===== config.mk =====
export PLATFORM = sky130hd
export DESIGN_NAME = twowire_dtm_serial_comms_param
export DESIGN_NICKNAME = d
export VERILOG_FILES = /design/src/rtl/twowire_dtm_pkg.sv /design/src/rtl/twowire_dtm_sat_counter.sv /design/src/rtl/twowire_dtm_serial_comms_param.sv
export SDC_FILE = /design/constraint.sdc
export NUM_CORES = 1
export LEC_CHECK = 0
export BUFFER_PORTS_ARGS = -buffer_cell sky130_fd_sc_hd__buf_4
export CORE_MARGIN = 2
export CORE_UTILIZATION = 47
export CTS_BUF_LIST = sky130_fd_sc_hd__clkbuf_8
export CTS_CLUSTER_SIZE = 25
export DETAILED_ROUTE_END_ITERATION = 12
export PLACE_DENSITY = 0.88
export SYNTH_ARGS = -nofsm -noshare
export SYNTH_HDL_FRONTEND = slang
export SYNTH_HIERARCHICAL = 1
export SYNTH_SLANG_ARGS = --single-unit

===== constraint.sdc =====
create_clock -name dck -period 1.92 [get_ports dck]
set_input_delay 0.576 -clock dck [delete_from_list [all_inputs] [get_ports dck]]
set_output_delay 0.576 -clock dck [all_outputs]
set_load 0.005 [all_outputs]

===== src/rtl/twowire_dtm_pkg.sv =====
// Shared definitions for the two-wire DTM serial communications slice:
// FSM state encoding and the odd-parity helper.
package twowire_dtm_pkg;

  typedef enum logic [2:0] {
    ST_IDLE,
    ST_CMD,
    ST_CMD_PARITY,
    ST_CTURN,
    ST_DATA,
    ST_PARITY,
    ST_PARK,
    ST_TAIL
  } dtm_state_e;

  // Odd-parity bit of a zero-extended vector (zero extension leaves the XOR unchanged).
  function automatic logic odd_parity(input logic [31:0] v);
    return ~(^v);
  endfunction

endpackage


===== src/rtl/twowire_dtm_sat_counter.sv =====
// Saturating up-counter with synchronous clear; clear wins over increment.
module twowire_dtm_sat_counter #(
  parameter int W = 8
) (
  input  logic         dck,
  input  logic         drst,
  input  logic         inc,
  input  logic         clr,
  output logic [W-1:0] cnt
);

  logic [W-1:0] cnt_q, cnt_d;

  // Next count: clear, else increment unless already all-ones.
  always_comb begin
    cnt_d = cnt_q;
    if (clr) begin
      cnt_d = '0;
    end else if (inc && (cnt_q != '1)) begin
      cnt_d = cnt_q + W'(1);
    end
  end

  // Count register.
  always_ff @(posedge dck or posedge drst) begin
    if (drst) begin
      cnt_q <= '0;
    end else begin
      cnt_q <= cnt_d;
    end
  end

  assign cnt = cnt_q;

endmodule


===== src/rtl/twowire_dtm_serial_comms_param.sv =====
// Two-wire DTM serial framing: start / command / parity / turnaround / data /
// parity / park / tail, with next-cycle DO/DOE pad values and odd parity.
// Optional saturating parity-error counter under TWOWIRE_DTM_SERIAL_ERRCNT_EN.
//
// state         | meaning
// IDLE          | wait for start bit (di_q=1)
// CMD           | shift in W_CMD command bits, MSB first
// CMD_PARITY    | check command parity, pick read/write
// CTURN         | counted turnaround before payload
// DATA          | payload bits until cmd_payload_end
// PARITY        | payload parity check (write) or drive (read)
// PARK          | read drives park bit 0
// TAIL          | N_TURN undriven cycles before IDLE
module twowire_dtm_serial_comms_param
  import twowire_dtm_pkg::*;
#(
  parameter int W_CMD    = 4,
  parameter int N_TURN   = 2,
  parameter int W_ERRCNT = 8
) (
  input  logic                dck,
  input  logic                drst,
  input  logic                di_q,
  output logic                do_nxt,
  output logic                doe_nxt,
  input  logic                connected,
  output logic [W_CMD-1:0]    cmd,
  output logic                cmd_vld,
  input  logic                cmd_payload_end,
  output logic                parity_err,
  output logic                wdata,
  output logic                wdata_vld,
  input  logic                rdata,
  output logic                rdata_rdy,
  output logic [W_ERRCNT-1:0] err_cnt,
  input  logic                err_clr
);

  localparam int CNT_MAX = (W_CMD > N_TURN) ? W_CMD : N_TURN;
  localparam int CW      = $clog2(CNT_MAX + 1);

  dtm_state_e       state_q, state_d;
  logic [CW-1:0]    cnt_q, cnt_d;
  logic [W_CMD-1:0] cmd_q, cmd_d;
  logic             wr_q, wr_d;
  logic             par_q, par_d;
  logic             exp_par;

  assign exp_par = odd_parity(32'(cmd_q));

  // Next state, shared counter, command shift, running parity and pad outputs.
  always_comb begin
    state_d    = state_q;
    cnt_d      = cnt_q;
    cmd_d      = cmd_q;
    wr_d       = wr_q;
    par_d      = 1'b1;
    cmd_vld    = 1'b0;
    parity_err = 1'b0;
    wdata_vld  = 1'b0;
    rdata_rdy  = 1'b0;
    do_nxt     = 1'b0;
    doe_nxt    = 1'b0;
    case (state_q)
      ST_IDLE: begin
        if (di_q) begin
          state_d = ST_CMD;
          cnt_d   = CW'(W_CMD - 1);
        end
      end
      ST_CMD: begin
        cmd_d = {cmd_q[W_CMD-2:0], di_q};
        if (cnt_q == '0) state_d = ST_CMD_PARITY;
        else             cnt_d   = cnt_q - CW'(1);
      end
      ST_CMD_PARITY: begin
        if (di_q == exp_par) begin
          cmd_vld = 1'b1;
          wr_d    = exp_par;
          if (exp_par) begin
            state_d = ST_CTURN;
            cnt_d   = CW'(N_TURN - 1);
          end else if (N_TURN > 2) begin
            // Read loses two turnaround cycles so data lines up with the host.
            state_d = ST_CTURN;
            cnt_d   = CW'(N_TURN - 3);
          end else begin
            state_d = ST_DATA;
          end
        end else begin
          parity_err = 1'b1;
          state_d    = ST_IDLE;
        end
      end
      ST_CTURN: begin
        if (cnt_q == '0) state_d = ST_DATA;
        else             cnt_d   = cnt_q - CW'(1);
      end
      ST_DATA: begin
        if (wr_q) begin
          wdata_vld = 1'b1;
          par_d     = par_q ^ di_q;
        end else begin
          rdata_rdy = 1'b1;
          doe_nxt   = 1'b1;
          do_nxt    = rdata;
          par_d     = par_q ^ rdata;
        end
        if (cmd_payload_end) state_d = ST_PARITY;
      end
      ST_PARITY: begin
        if (wr_q) begin
          if (di_q != par_q) begin
            parity_err = 1'b1;
            state_d    = ST_IDLE;
          end else begin
            state_d = ST_PARK;
          end
        end else begin
          doe_nxt = 1'b1;
          do_nxt  = par_q;
          state_d = ST_PARK;
        end
      end
      ST_PARK: begin
        doe_nxt = ~wr_q;
        state_d = ST_TAIL;
        cnt_d   = CW'(N_TURN - 1);
      end
      ST_TAIL: begin
        if (cnt_q == '0) state_d = ST_IDLE;
        else             cnt_d   = cnt_q - CW'(1);
      end
      default: state_d = ST_IDLE;
    endcase
    // Link loss releases the pads and aborts the frame; pulses already due still fire.
    if (!connected) begin
      state_d   = ST_IDLE;
      do_nxt    = 1'b0;
      doe_nxt   = 1'b0;
      wdata_vld = 1'b0;
      rdata_rdy = 1'b0;
    end
  end

  // State, counter, command, direction and running parity registers.
  always_ff @(posedge dck or posedge drst) begin
    if (drst) begin
      state_q <= ST_IDLE;
      cnt_q   <= '0;
      cmd_q   <= '0;
      wr_q    <= 1'b0;
      par_q   <= 1'b0;
    end else begin
      state_q <= state_d;
      cnt_q   <= cnt_d;
      cmd_q   <= cmd_d;
      wr_q    <= wr_d;
      par_q   <= par_d;
    end
  end

  assign cmd   = cmd_q;
  assign wdata = di_q;

`ifdef TWOWIRE_DTM_SERIAL_ERRCNT_EN
  twowire_dtm_sat_counter #(.W(W_ERRCNT)) u_err_cnt (
    .dck  (dck),
    .drst (drst),
    .inc  (parity_err),
    .clr  (err_clr),
    .cnt  (err_cnt)
  );
`else
  logic unused_err_clr;
  assign unused_err_clr = err_clr;
  assign err_cnt        = {W_ERRCNT{1'b0}};
`endif

endmodule


---- After elaboration in Yosys (flattened, before gate mapping) ----
Index checks and enable logic that the tools add are counted.
word-level totals
  flip-flop bits (word level) ............. 12
  word-level logic and storage cells ...... 73
  output and inout bits ................... 19
  bits of input ports ..................... 7
cells by class
  muxes and demuxes ....................... 36
  reduce and logical (&&, ||, !) cells .... 9
  bitwise operators ....................... 4
  add/sub/neg operators ................... 1
  equal/unequal tests ..................... 18
operator list
  cell                   number
  $mux W3                14
  $reduce_xor A32 Y1     1
  $pmux W3 S8            1
  $mux W1                17
  $ne A3 B3 Y1 const B   5
  $eq A3 B3 Y1 const B   4
  $pmux W3 S4            1
  $reduce_and A5 Y1      2
  $ne A2 B2 Y1 const B   4
  $eq A3 B2 Y1 const B   2
  $logic_not A3 Y1       2
  $pmux W1 S2            3
  $reduce_bool A4 Y1     1
  $eq A3 B1 Y1 const B   1
  $reduce_or A3 Y1       1
  $sub A3 B1 Y3 const B  1
  $not A1 Y1             2
  $reduce_and A2 Y1      1
  $reduce_or A2 Y1       1
  $xor A1 B1 Y1          2
  $eq A1 B1 Y1           1
  $ne A1 B1 Y1           1

---- Depth between registers and ports, before layout ----
  depth after elaboration ................. 6
  depth in mapped cells ................... 6
  depth with buffers taken out ............ 6

---- Least setup slack after synthesis ----
Ideal clock, no wire load.
  path type ............................... register to register
  from .................................... register cmd_q[2] (netlist: cmd[2])
  to ...................................... register cnt_q[1]
  clock period less this slack ............ 2001 ps
  stages on the path, launching flop included .. 7
  path slack .............................. -81 ps
  setup time .............................. 128 ps
  data required time ...................... 1792 ps
  path buffers ............................ 0
  data arrival time ....................... 1873 ps
  cells stage by stage .................... dfrtp_1 -> xor2_1 -> xnor2_1 -> ha_1 -> o2bb2ai_1 -> a211oi_2 -> mux2_1
on the way
  longest elaborated chain between the ends .. 5
  elaborated cells between the ends (all ways) .. 6
  classes of those cells .................. 3 x eq/ne; 1 x bitwise; 2 x reduce/logical
ends and longest elaborated chain
  what                                  RTL line                               RTL
  start, declared                       twowire_dtm_serial_comms_param.sv:44   logic [W_CMD-1:0] cmd_q, cmd_d;
  start signal, assigned                twowire_dtm_serial_comms_param.sv:157  cmd_q <= cmd_d;
  $reduce_xor A32 Y1 *                  twowire_dtm_pkg.sv:18                  return ~(^v);
  $not A1 Y1                            twowire_dtm_pkg.sv:18
  $eq A1 B1 Y1                          twowire_dtm_serial_comms_param.sv:77   if (di_q == exp_par) begin
  $ne A2 B2 Y1 (no source line)         n/a
  $reduce_and A5 Y1 (no source line) *  n/a
  end signal, assigned                  twowire_dtm_serial_comms_param.sv:156  cnt_q <= cnt_d;
  end, declared                         twowire_dtm_serial_comms_param.sv:43   logic [CW-1:0] cnt_q, cnt_d;
Every way passes the cells marked *; elsewhere a longest branch is shown, timed or not.
A chain may end at the register's enable or synchronous reset.

---- Final worst setup path ----
  from .................................... register cmd_q[2] (netlist: cmd[2])
  to ...................................... output port cmd_vld
on the way
  longest elaborated chain between the ends .. 5
ends and longest elaborated chain
  what                RTL line                              RTL
  $reduce_xor A32 Y1  twowire_dtm_pkg.sv:18
  $not A1 Y1          twowire_dtm_pkg.sv:18
  $eq A1 B1 Y1        twowire_dtm_serial_comms_param.sv:77
  $mux W1             twowire_dtm_serial_comms_param.sv:77
  $mux W1             twowire_dtm_serial_comms_param.sv:64  case (state_q)
  end, declared       twowire_dtm_serial_comms_param.sv:28  output logic cmd_vld,
No other way between the ends.

==> summary.md <==
| Metric | Value |
|---|---|
| Worst path max stage delay | `410 ps` |
| Final core occ | `69.4%` |
| CP Cell Sequence | `xor2_2, xnor2_2, ha_4, nor2b_2, buf_4` |
| First-pass GRT wire length | `3220 um` |
| Final worst-path cycle share | `111%` |
| CP delay by family, top | `flip-flops` |
| Setup ws final | `-205 ps` |
| Wire length per cell | `13.9 um` |
| H-tree Lvls | `1` |
| Layout cell share with drive strength beyond 1 | `40.3%` |
| Crit path DAT | `1550 ps` |
| # DRC | `0` |
| CP Depth | `5` |
| Endpoint class of the critical path | `primary output` |
| Area grow syn2layout | `37.9%` |
| Max cap viols | `0` |
| DP HPWL | `1590 um` |
| Sequential element share of the synthesized area | `34.2%` |
| GR Overflow Total | `0` |
| Cell area power density | `1230 nW/um2` |
| Sequential power share | `25.5%` |
| Syn. warnings | `6` |
| Startpoint types | `register` |
| # fillers | `148` |
| Die Area | `2230 um2` |
| CTS tree | `yes` |
| Synth Register Bits | `12` |
| Clk pwr share | `15.4%` |
| Iter 0 DRT Violations | `27` |
| Vias in the first global route | `762` |
| Top cells by count, synth | `dfrtp_1 (12), buf_4 (9), inv_1 (7)` |
| RSZ-0062 raised after global routing | `yes` |
| CTS Buffer Depth | `2` |
| Tightest Pin Transition | `638 ps` |
| Met3 Usage GRT | `3.85%` |
| Count of boundary I/O pins | `26` |
| WL final | `2130 um` |
| Area of placed instances | `1100 um2` |
| Max frequency | `471 MHz` |
| Ys async rst share | `100%` |
| Die height | `47.2 um` |
| Synth area leaders | `dfrtp_1 (34%), buf_4 (7.7%), mux2_2 (6.4%), ha_1 (4.3%), mux2i_1 (3.4%)` |
| N_diodes | `0` |
| Post-synth EDFFs | `0` |
| Failing checks | `negative setup slack` |
| Final Cell Area | `1210 um2` |
| GR Util met1 | `24.6%` |
| Number of buffers created by CTS | `3` |
| Setup Crit Path Kind | `register to primary output` |
| Final GP Congestion | `0.883` |
| Worst r2r path cells | `7` |
| Register Area | `300 um2` |
| Largest area contributor in the netlist | `dfrtp_1` |
| Worst Setup SP | `cmd[2]$_DFFE_PP0P_` |
| Status | `complete, but fails checks` |
| Starting Density | `50.3%` |
| Clk pin slew, worst setup/hold paths | `60 ps` |
| CTS Sinks | `12` |
| Power Internal | `0.953 mW` |
| Drt pass-1 iters | `4` |
| Setup violators final | `5` |
| Worst r2r src | `cmd[2]$_DFFE_PP0P_` |
| Fin crit period | `2120 ps` |
| Largest net degree at the start of global routing | `13` |
| Die width | `47.2 um` |
| Switching Fraction | `35.9%` |
| Area share of the largest cell type after synthesis | `34.2%` |
| Most common cell in the netlist | `dfrtp_1` |
| Leak | `0.598 nW` |
| Peak VDD IR | `983 uV` |
| NumNets Final | `141` |
| Syn Area/Cell | `9.06 um2` |
| Footprint of the multi-input gates | `553 um2` |
| Slew Limit Fails | `0` |
| Final Hold Fails | `0` |
| Net Sw Power | `0.534 mW` |
| CP Buf/Inv Count | `1` |
| Mapped cell area | `878 um2` |
| Hold/Removal Path Class | `input pin to async pin` |
| Root Buffer Master | `clkbuf_8` |
| Initial antenna violation count | `0` |
| Max-slew headroom | `57.2%` |
| Clock insertion delay at the later pin of the skew report | `240 ps` |
| Row count | `15` |
| GRT Total Usage | `20.5%` |
| Post-synth cell types | `35` |
| Core footprint | `1750 um2` |
| Top FF cell, synth | `dfrtp_1` |
| CP max-delay cell | `dfrtp_1` |
| Dpl ws | `-46.7 ps` |
| Gate Count Post-Synth | `97` |
| Critical Path RT | `1340 ps` |
| Most Crowded Layer GR | `met2` |
| DRT antenna net count | `0` |
| Max FO, Critical Path | `3` |
| Post-CTS Hold Buffers | `0` |
| Vias per inst | `5.45` |
| Setup Skew | `5.41 ps` |
| Vias | `840` |
| GR Util met2 | `36.2%` |
| Buffers on Ports | `16` |
| Combinational share of power | `59.1%` |
==> power groups by stage <==
stage                     Combinational, mW  Clock, mW  Sequential (mW)
after global placement                0.639          0            0.365
after global routing                  0.956      0.242            0.386
final                                 0.879      0.229            0.379
after CTS                             0.776      0.230            0.381
after floorplan                       0.366          0            0.379
after detailed placement              0.676          0            0.370
==> registers in the layout (all words and copies together), names as in the netlist <==
name	flops
cnt_q	3
wr_q	1
state_q	3
par_q	1
cmd	4
==> metal layers <==
layer	wire, um	part of all wire, %
met5	0	0
met1	838	39
met4	17	0.80
met3	164	7.7
met2	1110	52
==> worst register-to-register path, delay by kind of cell, from the launching register on <==
family | cells | cell delay [ps]
compound gates | 2 | 400
xor+xnor | 2 | 400
fa+ha+maj | 1 | 250
buf+inv | 1 | 140
flops | 1 | 410
mux | 1 | 330
==> through the flow <==
step	total power [mW]	setup TNS [ps]	cells	hold slack, ps
global route	1.58	-825	154	412
finish	1.49	-540	154	356
global placement	1.00	-3.41	149	471
floorplan	0.745	0	104	441
detailed placement	1.05	-67.8	149	503
CTS	1.39	-435	152	372
==> final timing paths <==
path | end | slack, ps
worst min register to register | cnt_q[0]$_DFFE_PP0P_ | 510
worst max-delay path | cmd_vld | -200
worst max register to register | cnt_q[1]$_DFFE_PP0P_ | -130
max in group asynchronous | par_q$_DFF_PP0_ | 1230
worst min-delay path | cmd[2]$_DFFE_PP0P_ | 360
min in group dck | cnt_q[0]$_DFFE_PP0P_ | 510
==> placed cells by master, fill, tap and decap left out, types with 4 or more instances in the layout <==
| cell type | count |
|---|---|
| conb_1 | 8 |
| inv_1 | 7 |
| buf_4 | 33 |
| nor2_1 | 5 |
| nor3_1 | 4 |
| dfrtp_1 | 12 |
| mux2_2 | 5 |
| nand2_1 | 5 |
==> kinds of logic after synthesis <==
kind of cell	Yosys count	synth area share (%)
AOI/OAI and AO/OA	20	16.1
xor gates and xnor gates	5	4.99
adders and majority gates	3	4.27
buffers and inverters	19	12.1
DFF	12	34.2
muxes	9	11.1
other	1	0.427
and+or+nand+nor	28	16.8
==> layout make-up <==
type	instances	share of cell area, %
flip-flops and latches	12	24.8
well taps	25	2.58
inverters	7	2.17
clock buffers	3	3.41
multi-input cells	73	45.7
repair buffers	34	21.4
==> timing repair <==
| item | 4_1_cts | 5_1_grt |
|---|---|---|
| buffers inserted | 0 | 2 |
| resized for setup | 6 | 4 |
| setup endpoints to repair | 4 | 4 |
| pin swaps | 1 | 1 |
No activity file was read; power rests on OpenSTA's default activity.
